[config.mk]
export PLATFORM = sky130hd
export DESIGN_NAME = adder_arbiter
export DESIGN_NICKNAME = d
export VERILOG_FILES = /design/src/rtl/adder_arbiter.sv
export SDC_FILE = /design/constraint.sdc
export NUM_CORES = 1
export LEC_CHECK = 0
export ABC_AREA = 1
export ABC_CLOCK_PERIOD_IN_PS = 1800
export BUFFER_PORTS_ARGS = -buffer_cell sky130_fd_sc_hd__clkbuf_2
export CAP_MARGIN = 10
export CORE_AREA = 2 2 66 68
export DETAILED_ROUTE_END_ITERATION = 16
export DIE_AREA = 0 0 68 70
export SLEW_MARGIN = 20
export SYNTH_ARGS = -nofsm -noshare
export SYNTH_HDL_FRONTEND = slang
export SYNTH_SLANG_ARGS = --single-unit
[constraint.sdc]
create_clock -name clk -period 1.8 [get_ports clk]
set_clock_uncertainty 0.05 [all_clocks]
set_input_delay 0.27 -clock clk [delete_from_list [all_inputs] [get_ports clk]]
set_output_delay 0.27 -clock clk [all_outputs]
set_load 0.02 [all_outputs]
[src/rtl/adder_arbiter.sv]
// Shares one registered two-operand adder among NUM_REQ valid/ready requesters (S1 operands, S2 sum).
// Define ADDER_ARB_ROUND_ROBIN_EN for rotating priority; otherwise the lowest asserted index always wins.
module adder_arbiter #(
    parameter int unsigned ADDER_WIDTH = 5,
    parameter int unsigned NUM_REQ     = 4,
    parameter int unsigned ID_WIDTH    = 2
) (
    input  logic                           clk,
    input  logic                           reset,
    input  logic [NUM_REQ-1:0]             req_valid,
    output logic [NUM_REQ-1:0]             req_ready,
    input  logic [NUM_REQ*ADDER_WIDTH-1:0] req_a,
    input  logic [NUM_REQ*ADDER_WIDTH-1:0] req_b,
    output logic                           resp_valid,
    input  logic                           resp_ready,
    output logic [ADDER_WIDTH:0]           resp_sum,
    output logic [ID_WIDTH-1:0]            resp_id
);

    localparam int unsigned SUM_W = ADDER_WIDTH + 1;

    logic                   advance_c;
    logic                   win_found_c;
    int                     win_idx_c;
    logic [ID_WIDTH-1:0]    win_id_c;
    logic [ID_WIDTH-1:0]    ptr_c;
    logic [NUM_REQ-1:0]     rot_c;
    logic [ADDER_WIDTH-1:0] win_a_c;
    logic [ADDER_WIDTH-1:0] win_b_c;

    logic                   s1_valid_q, s1_valid_d;
    logic [ADDER_WIDTH-1:0] s1_a_q, s1_a_d;
    logic [ADDER_WIDTH-1:0] s1_b_q, s1_b_d;
    logic [ID_WIDTH-1:0]    s1_id_q, s1_id_d;
    logic                   resp_valid_q, resp_valid_d;
    logic [SUM_W-1:0]       resp_sum_q, resp_sum_d;
    logic [ID_WIDTH-1:0]    resp_id_q, resp_id_d;

    assign advance_c = !resp_valid_q || resp_ready;

`ifdef ADDER_ARB_ROUND_ROBIN_EN
    logic [ID_WIDTH-1:0] ptr_q, ptr_d;
    int                  ptr_nxt_c;

    assign ptr_c = ptr_q;
    // Rotate so that bit 0 of rot_c is requester ptr; search then starts there.
    assign rot_c = NUM_REQ'({req_valid, req_valid} >> ptr_q);

    always_comb begin
        ptr_nxt_c = win_idx_c + 1;
        if (ptr_nxt_c >= int'(NUM_REQ)) begin
            ptr_nxt_c = 0;
        end
        ptr_d = ptr_q;
        if (advance_c && win_found_c) begin
            ptr_d = ID_WIDTH'(ptr_nxt_c);
        end
    end

    always_ff @(posedge clk) begin
        if (reset) begin
            ptr_q <= '0;
        end else begin
            ptr_q <= ptr_d;
        end
    end
`else
    assign ptr_c = '0;
    assign rot_c = req_valid;
`endif

    // First set bit of the rotated vector, mapped back to an absolute index.
    always_comb begin
        win_found_c = 1'b0;
        win_idx_c   = 0;
        for (int k = int'(NUM_REQ) - 1; k >= 0; k--) begin
            if (rot_c[k]) begin
                win_found_c = 1'b1;
                win_idx_c   = int'(ptr_c) + k;
            end
        end
        if (win_idx_c >= int'(NUM_REQ)) begin
            win_idx_c = win_idx_c - int'(NUM_REQ);
        end
        win_id_c = ID_WIDTH'(win_idx_c);
    end

    always_comb begin
        win_a_c   = '0;
        win_b_c   = '0;
        req_ready = '0;
        for (int i = 0; i < int'(NUM_REQ); i++) begin
            if (win_id_c == ID_WIDTH'(i)) begin
                win_a_c = req_a[i*ADDER_WIDTH +: ADDER_WIDTH];
                win_b_c = req_b[i*ADDER_WIDTH +: ADDER_WIDTH];
            end
            req_ready[i] = advance_c && win_found_c && !reset && (win_id_c == ID_WIDTH'(i));
        end
    end

    // Whole pipeline moves together only when the response slot is free or being drained.
    always_comb begin
        s1_valid_d   = s1_valid_q;
        s1_a_d       = s1_a_q;
        s1_b_d       = s1_b_q;
        s1_id_d      = s1_id_q;
        resp_valid_d = resp_valid_q;
        resp_sum_d   = resp_sum_q;
        resp_id_d    = resp_id_q;
        if (advance_c) begin
            s1_valid_d   = win_found_c;
            s1_a_d       = win_a_c;
            s1_b_d       = win_b_c;
            s1_id_d      = win_id_c;
            resp_valid_d = s1_valid_q;
            resp_sum_d   = SUM_W'(s1_a_q) + SUM_W'(s1_b_q);
            resp_id_d    = s1_id_q;
        end
    end

    always_ff @(posedge clk) begin
        if (reset) begin
            s1_valid_q   <= 1'b0;
            s1_a_q       <= '0;
            s1_b_q       <= '0;
            s1_id_q      <= '0;
            resp_valid_q <= 1'b0;
            resp_sum_q   <= '0;
            resp_id_q    <= '0;
        end else begin
            s1_valid_q   <= s1_valid_d;
            s1_a_q       <= s1_a_d;
            s1_b_q       <= s1_b_d;
            s1_id_q      <= s1_id_d;
            resp_valid_q <= resp_valid_d;
            resp_sum_q   <= resp_sum_d;
            resp_id_q    <= resp_id_d;
        end
    end

    assign resp_valid = resp_valid_q;
    assign resp_sum   = resp_sum_q;
    assign resp_id    = resp_id_q;

endmodule

# Word-level counts from Yosys, hierarchy flattened
# Cells that the tools add are included.
[totals]
ff_bits = 22
output_inout_bits = 13
in_bits = 47
elab_cells = 40
[op_classes]
eq_ne = 3
order_cmp = 1
add_sub_neg = 2
muxes = 17
n_reduce_logical = 10
[ops]
columns = ["op", "n"]
rows = [
  ["two-way mux 5 bit", 8],
  [">= comparator 32 x 4 -> 1 bit (second input constant)", 1],
  ["two-way mux 2 bit", 5],
  ["adder 5 x 5 -> 6 bit", 1],
  ["logical AND 1 bit", 6],
  ["equality test 2 bit (second input constant)", 2],
  ["two-way mux 1 bit", 4],
  ["equality test 2 x 1 -> 1 bit (second input constant)", 1],
  ["zero test 1 bit", 2],
  ["zero test 2 bit", 1],
  ["subtractor 2 x 1 -> 2 bit (second input constant)", 1],
  ["logical OR 1 bit", 1],
]

# Logic depth before layout (Yosys ltp)
# Gate-level depths: netlist (run 1).
[logic_depth]
ltp_word = 11
ltp_mapped = 9
mapped_depth_nobuf = 8

# Least setup slack after synthesis (run 1)
# No wires, ideal clock.
[synth_timing]
path_type = "flip-flop to output port"
from = "register resp_valid_q, in the netlist resp_valid"
to = "output port req_ready[1]"
path_buffers = 1
arrival_time_ns = 1.299
required_ns = 1.480
path_stages_with_launch = 7
path_slack_ns = 0.181
path_cell_list = "dfxtp_1 -> inv_1 -> nor2_1 -> buf_4 -> nor2_4 -> inv_1 -> nor3_1"
[synth_via]
elab_chain_len = 5
[synth_rtl]
columns = ["item", "line_no", "source"]
rows = [
  ["start, declared", "35", "logic resp_valid_q, resp_valid_d;"],
  ["start signal, assigned", "135", "resp_valid_q <= resp_valid_d;"],
  ["zero test 1 bit", "39", "assign advance_c = !resp_valid_q || resp_ready;"],
  ["logical OR 1 bit", "39", ""],
  ["logical AND 1 bit (3 in a row)", "97", "req_ready[i] = advance_c && win_found_c && !reset && (win_id_c == ID_WIDTH'(i));"],
  ["end, declared", "11", "output logic [NUM_REQ-1:0] req_ready,"],
]
# No other way between the ends.

# Worst setup path in the final report (run 1)
[layout_timing]
from = "register resp_valid_q, in the netlist resp_valid"
to = "output port req_ready[2]"
# The elaborated chain is that of the path after synthesis.

==> impl_metrics.csv, run 1 <==
group,metric,value,unit
clocking,h-tree-depth,1,
setup_path,end_kind,"output pin",
timing,finalSetupTns,0,ns
cells_and_area,area_delta_synth_final,28.3,%
clocking,path_clk_slew,0.07,ns
clocking,insertion_delay,0.25,ns
setup_path,arrival,1.31,ns
detailed_routing,drt_iter0_drc,60,
pwr,p_leak,0.000929,uW
hold_path,hold_path.class,"primary input to flip-flop",
logic_synthesis,syn-cell-area,1350,sq um
clocking,cts-root-buf,"clkbuf_8",
setup_path,worstSetupPathType,"flip-flop to output pin",
die,coreArea,4140,sq um
setup_path,r2r_end,"resp_sum[4]",
setup_path,crit_family,"buffers and inverters",
die,die_w,68,um
timing,rsz0062_at_grt,"no",
logic_synthesis,ys_ff_latch,22,
cells_and_area,num-fill-cells,450,
global_route,antenna_found_initial,0,
place,placed_area,1690,sq um
setup_path,crit_slowest_cell,"dfxtp_1",
detailed_routing,viasPerCell,4.40,
detailed_routing,wl_per_cell,9.71,um
pwr,finalPower,1180,uW
detailed_routing,routed_wl,2.98,mm
logic_synthesis,synth_most_common_cell,"nand2_1",
timing,worst_hold_slack,0.294,ns
place,port_buffers,59,
place,place.gp.congestion,0.706,
setup_path,crit_path_max_incr_delay,0.31,ns
setup_path,crit_buf_inv,3,
logic_synthesis,syn_inst,197,
setup_path,ff2ff_setup_slack,0.29,ns
setup_path,start_kind,"flip-flop",
logic_synthesis,synth_seq_area_share,32.6,%
setup_path,crit_fanout,8,
cells_and_area,final_net_count,310,
logic_synthesis,synth_cell_type_count,22,
detailed_routing,ant_nets,0,
global_route,grt_pass1_wl,5.52,mm
logic_synthesis,async_flop_share,0,%
cells_and_area,antenna_cells,0,
timing,fin_crit_sh,90.4,%
timing,slew_viol_final,0,
clocking,cts_tree,"built",
logic_synthesis,synth_simple_gate_area_share,37.9,%
clocking,cts_buffers,3,
cells_and_area,drive_gt1_share,32.5,%
global_route,grt_pass1_vias,1352,
pwr,peakVddDrop,0.282,mV
die,start_util,32.6,%
pwr,powerDensity,682,nW/um^2
global_route,grt_use_total,14.4,%
die,dieArea,4760,sq um
logic_synthesis,synth_fa_ha_area_share,6.12,%
timing,hold_viol,0,
logic_synthesis,synth_area_per_cell,6.85,sq um
logic_synthesis,synth_top_family_by_area,"simple AND/OR/NAND/NOR gates",
timing,clock.fmax,614,MHz
logic_synthesis,synth-compound-area-share,12.4,%
die,core.rowCount,24,
hold_path,whs_path_depth,5,
setup_path,r2r-start,"s1_a_q[0]",
cells_and_area,finish.instance_area,1730,sq um
hold_path,hold_path_end,"s1_b_q[1]",
global_route,grt_remaining_overflow,0,
die,ios,60,
clocking,cts_hold_buf,0,
cells_and_area,fin_cells,307,
timing,tightest_slew,0.527,ns
logic_synthesis,synth_top_cell_by_area,"dfxtp_1",
detailed_routing,vias,1350,
detailed_routing,drc_errors,0,
logic_synthesis,synth.net_count,250,
run_status,status,"finished clean",
run,drv_cap,0,
clocking,clock_sinks,22,
clocking,cts_buffer_depth,2,
logic_synthesis,synthTopCellsByCount,"nand2_1, nor2_1, dfxtp_1",
place,hpwl,2.45,mm
setup_path,reg2reg_depth,8,
place,dp_cells,304,
logic_synthesis,yosysTopAreaCellShare,32.6,%
hold_path,hold_path.startpoint,"req_b[11]",
timing,setup-violations-final,0,
timing,relSlewSlack,64.8,%
die,die_h,70,um
setup_path,cpMostUsedCell,"inv_1",
logic_synthesis,synth_xor_area_share,0.649,%
logic_synthesis,synth_top_cells_by_area,"dfxtp_1, nand2_1, nand3_1, nor2_1, nand3_2",
setup_path,cp_data_required_time,1.48,ns
logic_synthesis,ys_warn_count,0,
global_route,grt_max_degree,23,
timing,fin_crit,1.63,ns
logic_synthesis,muxShareOfSynthArea,0,%
logic_synthesis,synth_top_flop_cell,"dfxtp_1",
setup_path,crit_chain,"inv_1 -> nor2_2 -> nor2_4 -> inv_1 -> nor3_1 -> clkbuf_2",
detailed_routing,first_pass_iters,4,
logic_synthesis,synth-edff-count,0,
power by group:
group / total, uW / switching (uW) / internal, uW
registers: 560 / 24.8 / 536
clock network: 288 / 139 / 149
logic: 332 / 195 / 137
routing by layer:
metal / wire (um) / track usage, % / vias to the layer above / share of wire (%)
met4: 31 / 5.33 / 0 / 1.0
met1: 1480 / 19.1 / 555 / 50
met3: 161 / 1.93 / 2 / 5.4
met5: 0 / 0 / - / 0
met2: 1300 / 23.2 / 39 / 44
li1: - / - / 754 / -
how the worst max path moves through the flow:
stage               startpoint      endpoint  slack (ns)  depth (start not counted)
finish              resp_valid  req_ready[2]        0.17                          6
global route        resp_valid  req_ready[1]        0.05                          6
CTS                 resp_valid  req_ready[1]        0.09                          6
detailed placement   s1_a_q[0]   resp_sum[4]        0.31                          8
global placement     s1_a_q[0]   resp_sum[4]        0.34                          8
floorplan           resp_valid  req_ready[1]        0.18                          6
area by class of cell:
cell class	instances	area, sq um	share of cell area (%)
multi-input cells	144	773	44.7
inverters	23	86.3	4.99
clock buffers	3	41.3	2.38
flip-flops and latches	22	440	25.4
repair buffers	63	325	18.8
well taps	52	65.1	3.76
layout by cell type (no fill, tap or decap), drive strengths merged:
cell,instances
o21ai,27
xnor2,1
ha,5
o22ai,2
clkbuf,62
nand2,42
a21oi,4
nor2,30
nor3,2
nand3,30
buf,4
dfxtp,22
fa,1
inv,23
logic make-up after synthesis:
group                      Yosys count
xor gates and xnor gates             1
DFF                                 22
adders and majority gates            6
AOI/OAI and AO/OA                   33
and+or+nand+nor                    104
buffers and inverters               31
through the flow:
stage | utilization (%) | worst slack [ns]
detailed placement | 40.7 | 0.310
global route | 41.8 | 0.0452
finish | 41.8 | 0.172
floorplan | - | 0.181
CTS | 41.7 | 0.0879
global placement | 40.7 | 0.338
worst reg2reg max path, delay by kind of cell (launching register included):
family                   cells  cell delay (ns)
adder cells (fa/ha/maj)      2             0.63
flip-flops                   1             0.32
AND/OR/NAND/NOR              4             0.31
AO/OA/AOI/OAI                1             0.07
buffers and inverters        1             0.03
state kept, by name, indices dropped and copies added (netlist names):
| name | cells |
|---|---|
| resp_sum | 6 |
| s1_valid_q | 1 |
| resp_id | 2 |
| s1_b_q | 5 |
| resp_valid | 1 |
| s1_a_q | 5 |
| s1_id_q | 2 |
what timing repair did:
item / in CTS / in global routing
resized for setup: 0 / 1
buffers inserted: 0 / 0
setup endpoints to repair: 0 / 2
No activity file was read; power rests on OpenSTA's default activity.
==> run 2: changes to the inputs <==
- CORE_AREA: 2 2 66 68 -> 5 5 69 71
- DIE_AREA: 0 0 68 70 -> 0 0 74 76
==> impl_metrics.csv, run 2 (same netlist as run 1, synthesis figures left out) <==
group,metric,value,unit
setup_path,arrival,1.33,ns
detailed_routing,routed_wl,3.16,mm
die,ios,60,
timing,clock.fmax,607,MHz
timing,fin_crit_sh,91.6,%
timing,setup_ws,0.152,ns
cells_and_area,multi_input_area,771,sq um
detailed_routing,drt_iter0_drc,39,
detailed_routing,drc_errors,0,
setup_path,start_kind,"flip-flop",
clocking,cts_buffer_depth,2,
setup_path,crit_family,"simple AND/OR/NAND/NOR gates",
detailed_routing,ant_nets,0,
global_route,grt_pass1_wl,5.46,mm
timing,rsz0062_at_grt,"no",
cells_and_area,largest_reg_flops,6,
clocking,cts_resized,0,
global_route,antenna_found_initial,0,
die,die_h,76,um
setup_path,end_kind,"output pin",
setup_path,crit_slowest_cell,"dfxtp_1",
clocking,cts_hold_buf,0,
clocking,path_clk_slew,0.08,ns
cells_and_area,sequential_cell_area,440,sq um
detailed_routing,wl_per_cell,10.3,um
timing,tightest_slew,0.551,ns
clocking,cts_buffers,3,
cells_and_area,layout_common_cells,"clkbuf_2, nand2_1, nor2_1, dfxtp_1, nand3_1",
detailed_routing,viasPerCell,4.53,
clocking,cts-root-buf,"clkbuf_8",
hold_path,hold_path.class,"primary input to flip-flop",
clocking,cts_tree,"built",
die,start_util,32.3,%
clocking,clock_sinks,22,
clocking,insertion_delay,0.25,ns
detailed_routing,vias,1391,
pwr,powerDensity,712,nW/um^2
setup_path,worstSetupPathType,"flip-flop to output pin",
cells_and_area,antenna_cells,0,
global_route,grt_max_degree,23,
global_route,grt_remaining_overflow,0,
die,die_w,74,um
timing,fin_crit,1.65,ns
place,port_buffers,59,
setup_path,crit_buf_inv,2,
global_route,grt_pass1_vias,1288,
timing,worst_hold_slack,0.278,ns
pwr,p_leak,0.000931,uW
clocking,cts_setup_buffers,0,
setup_path,crit_chain,"inv_1 -> nor2_1 -> nor2_4 -> o21ai_0 -> nor2_1 -> clkbuf_2",
setup_path,crit_fanout,5,
cells_and_area,final_common_cell,"clkbuf_2",
die,core.rowCount,24,
die,coreArea,4170,sq um
clocking,h-tree-depth,1,
place,place.gp.congestion,0.741,
pwr,peakVddDrop,0.264,mV
global_route,grt_use_total,11.7,%
timing,slew_viol_final,0,
setup_path,cp_data_required_time,1.48,ns
timing,finalSetupTns,0,ns
detailed_routing,first_pass_iters,4,
cells_and_area,final_net_count,309,
place,pre_cts_slack,0.322,ns
run,drv_cap,0,
run_status,status,"finished clean",
setup_path,crit_path_max_incr_delay,0.33,ns
timing,relSlewSlack,63.2,%
cells_and_area,area_delta_synth_final,28.5,%
die,dieArea,5620,sq um
timing,setup-violations-final,0,
place,hpwl,2.62,mm
cells_and_area,drive_gt1_share,32.5,%
cells_and_area,num-fill-cells,453,
setup_path,cpMostUsedCell,"nor2_1",
timing,hold_viol,0,
-- run 2: cell type report --
class / count / share of cell area (%)
inverters: 23 / 4.97
multi-input cells: 144 / 44.4
well taps: 52 / 3.75
flip-flops and latches: 22 / 25.4
clock buffers: 4 / 3.17
repair buffers: 62 / 18.3
-- run 2: power breakdown --
group,internal [uW],switching [uW]
Sequential,535,24.6
Clock,195,150
Combinational,136,196
-- run 2: worst reg2reg max path: stages (launching register included) --
cell and delay (ns):
dfxtp_1 0.32, ha_1 0.22, fa_1 0.41, nand3_1 0.13, a21oi_1 0.07, nor2_1 0.09
nand2_1 0.06, nand2_1 0.05, inv_1 0.03
-- run 2: worst paths after layout --
path | from | cells past startpoint | slack (ns) | end
setup / recovery | resp_valid | 6 | 0.15 | req_ready[0]
hold / removal | reset | 4 | 0.28 | resp_sum[1]
hold reg to reg | s1_valid_q | 2 | 0.41 | resp_valid
setup reg to reg | s1_a_q[0] | 8 | 0.29 | resp_sum[4]
-- run 2: layer usage --
layer	routed length, um	vias to the layer above	global-route usage (%)
met3	271	4	2.77
met2	1370	43	18.1
met1	1490	592	15.4
met5	0	-	0
li1	-	752	-
met4	28	0	4.71
-- run 2: stage by stage --
stage               instances  total power, uW  instance area, sq um  util (%)
CTS                       307             1250                  1740      41.6
global route              307             1320                  1740      41.6
detailed placement        303              906                  1680      40.3
floorplan                 197              787                  1350         -
finish                    307             1240                  1740      41.6
global placement          303              904                  1680      40.3
